<file path="src/rtl/queen_pkg.sv">
// Shared types and constants for the N-queens backtracking solver.
package queen_pkg;

  localparam int MAX_N   = 8;
  localparam int COORD_W = 3;
  localparam int BOARD_W = COORD_W * MAX_N;

  typedef logic [COORD_W-1:0] coord_t;

  typedef enum logic [2:0] {
    IDLE,
    CHECK,
    BACKTRACK,
    EMIT,
    FINISH
  } state_e;

endpackage

</file>
<file path="src/rtl/is_safe.sv">
// Pairwise queen comparator: two queens in distinct columns are safe when they
// share neither a row nor a diagonal.
module is_safe
  import queen_pkg::*;
(
  input  coord_t row_a,
  input  coord_t col_a,
  input  coord_t row_b,
  input  coord_t col_b,
  output logic   safe
);

  coord_t d_row;
  coord_t d_col;

  always_comb begin
    d_row = (row_a > row_b) ? (row_a - row_b) : (row_b - row_a);
    d_col = (col_a > col_b) ? (col_a - col_b) : (col_b - col_a);
    safe  = (d_row != '0) && (d_row != d_col);
  end

endmodule

</file>
<file path="src/rtl/queen_row_stack.sv">
// Row stack: one queen row per column, one write port, two read ports, plus the
// packed board view. Entries at columns >= N are never written and stay 0.
module queen_row_stack
  import queen_pkg::*;
#(
  parameter int N = 8
) (
  input  logic               clk,
  input  logic               rst_n,
  input  logic               we,
  input  coord_t             waddr,
  input  coord_t             wdata,
  input  coord_t             raddr_a,
  output coord_t             rdata_a,
  input  coord_t             raddr_b,
  output coord_t             rdata_b,
  output logic [BOARD_W-1:0] board
);

  coord_t rows_q [MAX_N];
  coord_t rows_d [MAX_N];

  always_comb begin
    for (int i = 0; i < MAX_N; i++) begin
      rows_d[i] = rows_q[i];
      if (we && (waddr == COORD_W'(i)) && (i < N)) rows_d[i] = wdata;
    end
  end

  always_ff @(posedge clk or negedge rst_n) begin
    if (!rst_n) begin
      for (int i = 0; i < MAX_N; i++) rows_q[i] <= '0;
    end else begin
      for (int i = 0; i < MAX_N; i++) rows_q[i] <= rows_d[i];
    end
  end

  always_comb begin
    rdata_a = rows_q[raddr_a];
    rdata_b = rows_q[raddr_b];
    board   = '0;
    for (int i = 0; i < MAX_N; i++) board[i*COORD_W +: COORD_W] = rows_q[i];
  end

endmodule

</file>
<file path="src/rtl/queen_solver_ctrl.sv">
// Backtracking N-queens controller: column-by-column placement, one pairwise
// safety check per cycle, solutions handed out over a valid/ready handshake.
module queen_solver_ctrl
  import queen_pkg::*;
#(
  parameter int N     = 8,
  parameter int CNT_W = 7
) (
  input  logic               clk,
  input  logic               rst_n,
  input  logic               start,
  input  logic               find_all,
  output logic               busy,
  output logic               sol_valid,
  input  logic               sol_ready,
  output logic [BOARD_W-1:0] sol_rows,
  output logic [CNT_W-1:0]   sol_count,
  output logic               done
);

  localparam coord_t LAST = COORD_W'(N - 1);

  state_e             state_q, state_d;
  coord_t             c_q, c_d;
  coord_t             r_q, r_d;
  logic [3:0]         k_q, k_d;
  logic               find_all_q, find_all_d;
  logic [CNT_W-1:0]   sol_count_q, sol_count_d;

  logic               st_we;
  coord_t             rows_k;
  coord_t             rows_cm1;
  logic [BOARD_W-1:0] board;
  logic               safe;

  queen_row_stack #(.N(N)) u_row_stack (
    .clk     (clk),
    .rst_n   (rst_n),
    .we      (st_we),
    .waddr   (c_q),
    .wdata   (r_q),
    .raddr_a (k_q[COORD_W-1:0]),
    .rdata_a (rows_k),
    .raddr_b (c_q - 1'b1),
    .rdata_b (rows_cm1),
    .board   (board)
  );

  is_safe u_is_safe (
    .row_a (rows_k),
    .col_a (k_q[COORD_W-1:0]),
    .row_b (r_q),
    .col_b (c_q),
    .safe  (safe)
  );

  always_comb begin
    state_d     = state_q;
    c_d         = c_q;
    r_d         = r_q;
    k_d         = k_q;
    find_all_d  = find_all_q;
    sol_count_d = sol_count_q;
    st_we       = 1'b0;

    unique case (state_q)
      IDLE: begin
        if (start) begin
          c_d         = '0;
          r_d         = '0;
          k_d         = '0;
          sol_count_d = '0;
          find_all_d  = find_all;
          state_d     = CHECK;
        end
      end

      CHECK: begin
        if (k_q == {1'b0, c_q}) begin
          st_we = 1'b1;
          if (c_q == LAST) begin
            state_d = EMIT;
          end else begin
            c_d = c_q + 1'b1;
            r_d = '0;
            k_d = '0;
          end
        end else if (safe) begin
          k_d = k_q + 4'd1;
        end else if (r_q == LAST) begin
          state_d = BACKTRACK;
        end else begin
          r_d = r_q + 1'b1;
          k_d = '0;
        end
      end

      BACKTRACK: begin
        if (c_q == '0) begin
          state_d = FINISH;
        end else begin
          c_d = c_q - 1'b1;
          if (rows_cm1 != LAST) begin
            r_d     = rows_cm1 + 1'b1;
            k_d     = '0;
            state_d = CHECK;
          end
        end
      end

      // k still equals c (= N-1) here, so rows_k is the last column's row.
      EMIT: begin
        if (sol_ready) begin
          if (sol_count_q != '1) sol_count_d = sol_count_q + CNT_W'(1);
          if (!find_all_q) begin
            state_d = FINISH;
          end else if (rows_k == LAST) begin
            state_d = BACKTRACK;
          end else begin
            r_d     = rows_k + 1'b1;
            k_d     = '0;
            state_d = CHECK;
          end
        end
      end

      FINISH: state_d = IDLE;

      default: state_d = IDLE;
    endcase
  end

  always_ff @(posedge clk or negedge rst_n) begin
    if (!rst_n) begin
      state_q     <= IDLE;
      c_q         <= '0;
      r_q         <= '0;
      k_q         <= '0;
      find_all_q  <= 1'b0;
      sol_count_q <= '0;
    end else begin
      state_q     <= state_d;
      c_q         <= c_d;
      r_q         <= r_d;
      k_q         <= k_d;
      find_all_q  <= find_all_d;
      sol_count_q <= sol_count_d;
    end
  end

  assign busy      = (state_q != IDLE);
  assign sol_valid = (state_q == EMIT);
  assign done      = (state_q == FINISH);
  assign sol_rows  = sol_valid ? board : '0;
  assign sol_count = sol_count_q;

endmodule

</file>
<file path="config.mk">
export PLATFORM = sky130hd
export DESIGN_NAME = queen_solver_ctrl
export DESIGN_NICKNAME = d
export VERILOG_FILES = /design/src/rtl/queen_pkg.sv /design/src/rtl/is_safe.sv /design/src/rtl/queen_row_stack.sv /design/src/rtl/queen_solver_ctrl.sv
export SDC_FILE = /design/constraint.sdc
export NUM_CORES = 1
export LEC_CHECK = 0
export BUFFER_PORTS_ARGS = -buffer_cell sky130_fd_sc_hd__buf_2
export CAP_MARGIN = 20
export CELL_PAD_IN_SITES_DETAIL_PLACEMENT = 2
export CELL_PAD_IN_SITES_GLOBAL_PLACEMENT = 2
export CORE_ASPECT_RATIO = 1.2
export CORE_MARGIN = 2
export CORE_UTILIZATION = 30
export CTS_BUF_LIST = sky130_fd_sc_hd__clkbuf_2
export DETAILED_ROUTE_END_ITERATION = 8
export PLACE_DENSITY_LB_ADDON = 0.1
export SETUP_SLACK_MARGIN = 0.05
export SYNTH_ARGS = -nofsm -noshare
export SYNTH_HDL_FRONTEND = slang
export SYNTH_SLANG_ARGS = --single-unit
</file>
<file path="constraint.sdc">
create_clock -name clk -period 4.99 [get_ports clk]
set_input_delay 0.499 -clock clk [delete_from_list [all_inputs] [get_ports clk]]
set_output_delay 0.499 -clock clk [all_outputs]
set_load 0.01 [all_outputs]
</file>
==> key figures <==
Global route
  – Residual overflow from global routing: 0
  – Wire length of the first global-routing pass: 17,760 um
  – GRT Util Overall: about a fifth
  – Pin count of the biggest net entering global routing: 46
  – Vias in the first global route: approximately 3,200
  – Number of antenna violations at the first check in global routing: 1

Die
  – Full die area: roughly 12,000 um2
  – Die W: 100.4 um
  – Area of the core: ~11,000 um2
  – I/O Pins: 39
  – Die Span Y: roughly 120 um
  – Count of standard-cell rows: 42
  – Initial Util: 30.60%

Cells and area
  – Count of filler cells inserted in the layout: about 1,200
  – Number of nets at the end of the flow: approximately 430
  – Count of placed standard cells in the final layout, fillers left out: 534
  – Fraction of layout instances using a drive strength above 1: 19.20%
  – Signed area change from the synthesized netlist to the final layout: 11.78%
  – Sequential Area: between 1000 and 1500 um2
  – Area of combinational cells with multiple inputs: just over 2000 um2

Placed design
  – Number of port buffers: 38
  – Final HPWL from detailed placement: between 8000 and 9000 um
  – GPL Wtd Cong: roughly 0.83
  – Cell count after placement: about 520

Power and ir drop
  – Power density over the cells: a little under 700 nW/um2
  – Cell leakage power: roughly 0.0018 uW
  – Maximum VDD drop: 0.0001846 V

Critical path
  – Required time of the worst setup path: 5370 ps
  – Critical path endpoint category: flop
  – Crit-path max FO: 12
  – Buf+Inv Stages, Crit Path: 3
  – Sort of element at the start of the critical path: flop
  – Critical path type: reg -> reg
  – Critical path arrival: between 4000 and 5000 ps
  – CP max stage delay: 780 ps
  – Crit-path cells: mux4_2, nand2_1, nand2_1, inv_1, ha_1, inv_1, fa_1, inv_1, o211ai_1, a21boi_1, o21ai_1, o32a_1, a32oi_2, o21ai_1, mux2_2
  – Crit-path leading delay family: compound AO/OA/AOI/OAI gates
  – Most repeated library cell on the critical path: sky130_fd_sc_hd__inv_1
  – Library cell contributing the largest single delay on the critical path: sky130_fd_sc_hd__dfrtp_1

Run
  – # Max-Cap Violations: 0

Route
  – Vias per Instance: 5.393
  – First-pass DRT Iterations: 4
  – Post-DR wirelength/cell: roughly 20 um
  – Vias after detailed routing: between 2,000 and 3,000
  – Violation count after the first detailed-route iteration: 105
  – Final ANT Viol Nets: 0
  – Remaining DRCs: 0
  – Total length of routed wires: between 10,000 and 15,000 um

Synth
  – Count of unique library cells instantiated by Yosys: 66
  – Post-Syn Nets: 394
  – YS warnings: 0
  – Post-synth top cells: sky130_fd_sc_hd__nand2_1, sky130_fd_sc_hd__dfrtp_1, sky130_fd_sc_hd__o21ai_0
  – Post-synthesis async set-or-reset flop share: 100.0%
  – Number of enable-type register cells in the synthesized netlist: 0
  – Dominant cell type by area after synthesis: sky130_fd_sc_hd__dfrtp_1
  – Mean cell area of the mapped netlist: just over 9 um2
  – Top cell type's share of synthesized area: 33.67%
  – Post-synthesis instance total: about 370
  – Count leader, synth: sky130_fd_sc_hd__nand2_1
  – Register bit total from synthesis: between 40 and 50
  – Most used DFF post-synth: sky130_fd_sc_hd__dfrtp_1
  – Fraction of the yosys area taken by sequential cells: 33.67%
  – Largest cells by area after synthesis: sky130_fd_sc_hd__dfrtp_1, sky130_fd_sc_hd__mux4_2, sky130_fd_sc_hd__ha_1, sky130_fd_sc_hd__nand2_1, sky130_fd_sc_hd__and3_1
  – Cell area after technology mapping: approximately 3300 um2

STA
  – Shortest clock period the worst path allows after layout: 3995 ps
  – Final-report max-slew violation count: 0
  – Clock skew: 11.25 ps
  – Unrepaired setup endpoints after global routing: no
  – Final setup violation count: 0
  – Rel. slew slack: between 20% and 30%
  – Achievable clock frequency: 250.3 MHz
  – Period utilisation layout: roughly four fifths
  – Final hold violation count: 0
  – Worst slew pin tran: 1096 ps
  – TNS Setup: 0 ps

Clocking
  – Clock root buffer: sky130_fd_sc_hd__clkbuf_2
  – Maximum level of the CTS H-tree: 2
  – Cts repair resizes: 0
  – CTS buffer count: 5
  – Number of sinks handled by clock tree synthesis: 45
  – Post-CTS Setup Inserts: 0
  – Reg clk slew, reported paths: ~270 ps
  – TritonCTS clock tree: yes
  – Buffer levels on the longest clock path: 2
  – Clock latency of the later-clocked register in the worst-skew pair: approximately 460 ps
  – Number of buffers added to fix hold violations after cts: 0

Worst hold path
  – Worst hold path type: in -> reg

Outcome
  – Outcome: complete, no violations
-- per-stage QoR --
step / area (um2) / hold WS, ps / power [uW] / setup WS [ps] / utilization [%]
after CTS: 3706 / 192.7 / 2621 / 950.9 / 33.91
after floorplan: 3344 / 203.4 / 2101 / 1508 / -
after detailed placement: 3656 / 536.1 / 2432 / 979.6 / 33.45
after global placement: 3656 / 500.4 / 2351 / 1149 / 33.45
final: 3739 / 282.9 / 2582 / 995.0 / 34.20
after global routing: 3739 / 256.4 / 2842 / 680.3 / 34.20
-- routing by layer --
| metal | track usage, % | vias up | share of wire [%] |
|---|---|---|---|
| met5 | 0 | - | 0 |
| met4 | 4.110 | 0 | 0.98 |
| met3 | 1.864 | 6 | 1.3 |
| met2 | 33.72 | 21 | 53 |
| met1 | 24.89 | 1474 | 45 |
| li1 | - | 1379 | - |
-- final cells by class --
| type | count | area share [%] |
|---|---|---|
| multi-input combinational | 283 | 55.25 |
| sequential | 45 | 30.12 |
| tap | 132 | 4.418 |
| inverter | 21 | 2.108 |
| clock inverter | 3 | 0.6693 |
| timing repair buffer | 44 | 6.693 |
| clock buffer | 5 | 0.6693 |
| antenna | 1 | 0.06693 |
-- worst reg2reg max path: stages, from the launching register on --
cell and delay [ps]:
sky130_fd_sc_hd__dfrtp_1 780, sky130_fd_sc_hd__mux4_2 580, sky130_fd_sc_hd__nand2_1 90, sky130_fd_sc_hd__nand2_1 110, sky130_fd_sc_hd__inv_1 70, sky130_fd_sc_hd__ha_1 160, sky130_fd_sc_hd__inv_1 60, sky130_fd_sc_hd__fa_1 450
sky130_fd_sc_hd__inv_1 100, sky130_fd_sc_hd__o211ai_1 90, sky130_fd_sc_hd__a21boi_1 270, sky130_fd_sc_hd__o21ai_1 130, sky130_fd_sc_hd__o32a_1 180, sky130_fd_sc_hd__a32oi_2 370, sky130_fd_sc_hd__o21ai_1 210, sky130_fd_sc_hd__mux2_2 300
-- final timing paths --
kind	from	end	slack, ps	depth (start not counted)
min	find_all	find_all_q	280	2
min in group asynchronous	rst_n	r_q[0]	450	2
max in group asynchronous	rst_n	u_row_stack.board[1]	4040	3
max	k_q[1]	k_q[0]	990	15
min reg2reg	sol_count[0]	sol_count[0]	580	1
max reg2reg	k_q[1]	k_q[0]	990	15
-- kinds of logic (layout without fill, tap and decap cells) --
group | count (synthesis) | in the layout | share of synthesized area (%)
xor gates and xnor gates | 8 | 8 | 2.320
AOI/OAI and AO/OA | 81 | 81 | 16.09
other | 0 | 1 | 0
adders and majority gates | 24 | 24 | 9.877
DFF | 45 | 45 | 33.67
muxes | 23 | 23 | 11.49
and+or+nand+nor | 147 | 147 | 22.00
buffers and inverters | 37 | 73 | 4.564
-- report_power, final --
part | total (uW) | switching [uW] | internal [uW]
clock | 182 | 144 | 38.5
sequential | 675 | 195 | 480
combinational | 1720 | 1020 | 707
-- flip-flops by register name, summed over array words and instances (netlist names) --
name / cells
r_q: 3
c_q: 3
find_all_q: 1
state_q: 3
u_row_stack.board: 24
k_q: 4
sol_count: 7
-- cell usage in the layout, fill, tap and decap left out, drive strengths merged, types with 3 or more instances in the layout --
| cell type | instances |
|---|---|
| a211oi | 4 |
| a21oi | 13 |
| and2 | 3 |
| and3 | 26 |
| buf | 43 |
| clkbuf | 5 |
| clkinv | 3 |
| dfrtp | 45 |
| fa | 4 |
| ha | 20 |
| inv | 20 |
| mux2 | 3 |
| mux2i | 8 |
| mux4 | 12 |
| nand2 | 51 |
| nand2b | 3 |
| nand3 | 10 |
| nor2 | 24 |
| nor2b | 8 |
| nor3 | 6 |
| o211ai | 3 |
| o21ai | 35 |
| or3 | 3 |
| xnor2 | 6 |
No activity file was read; power rests on OpenSTA's default activity.
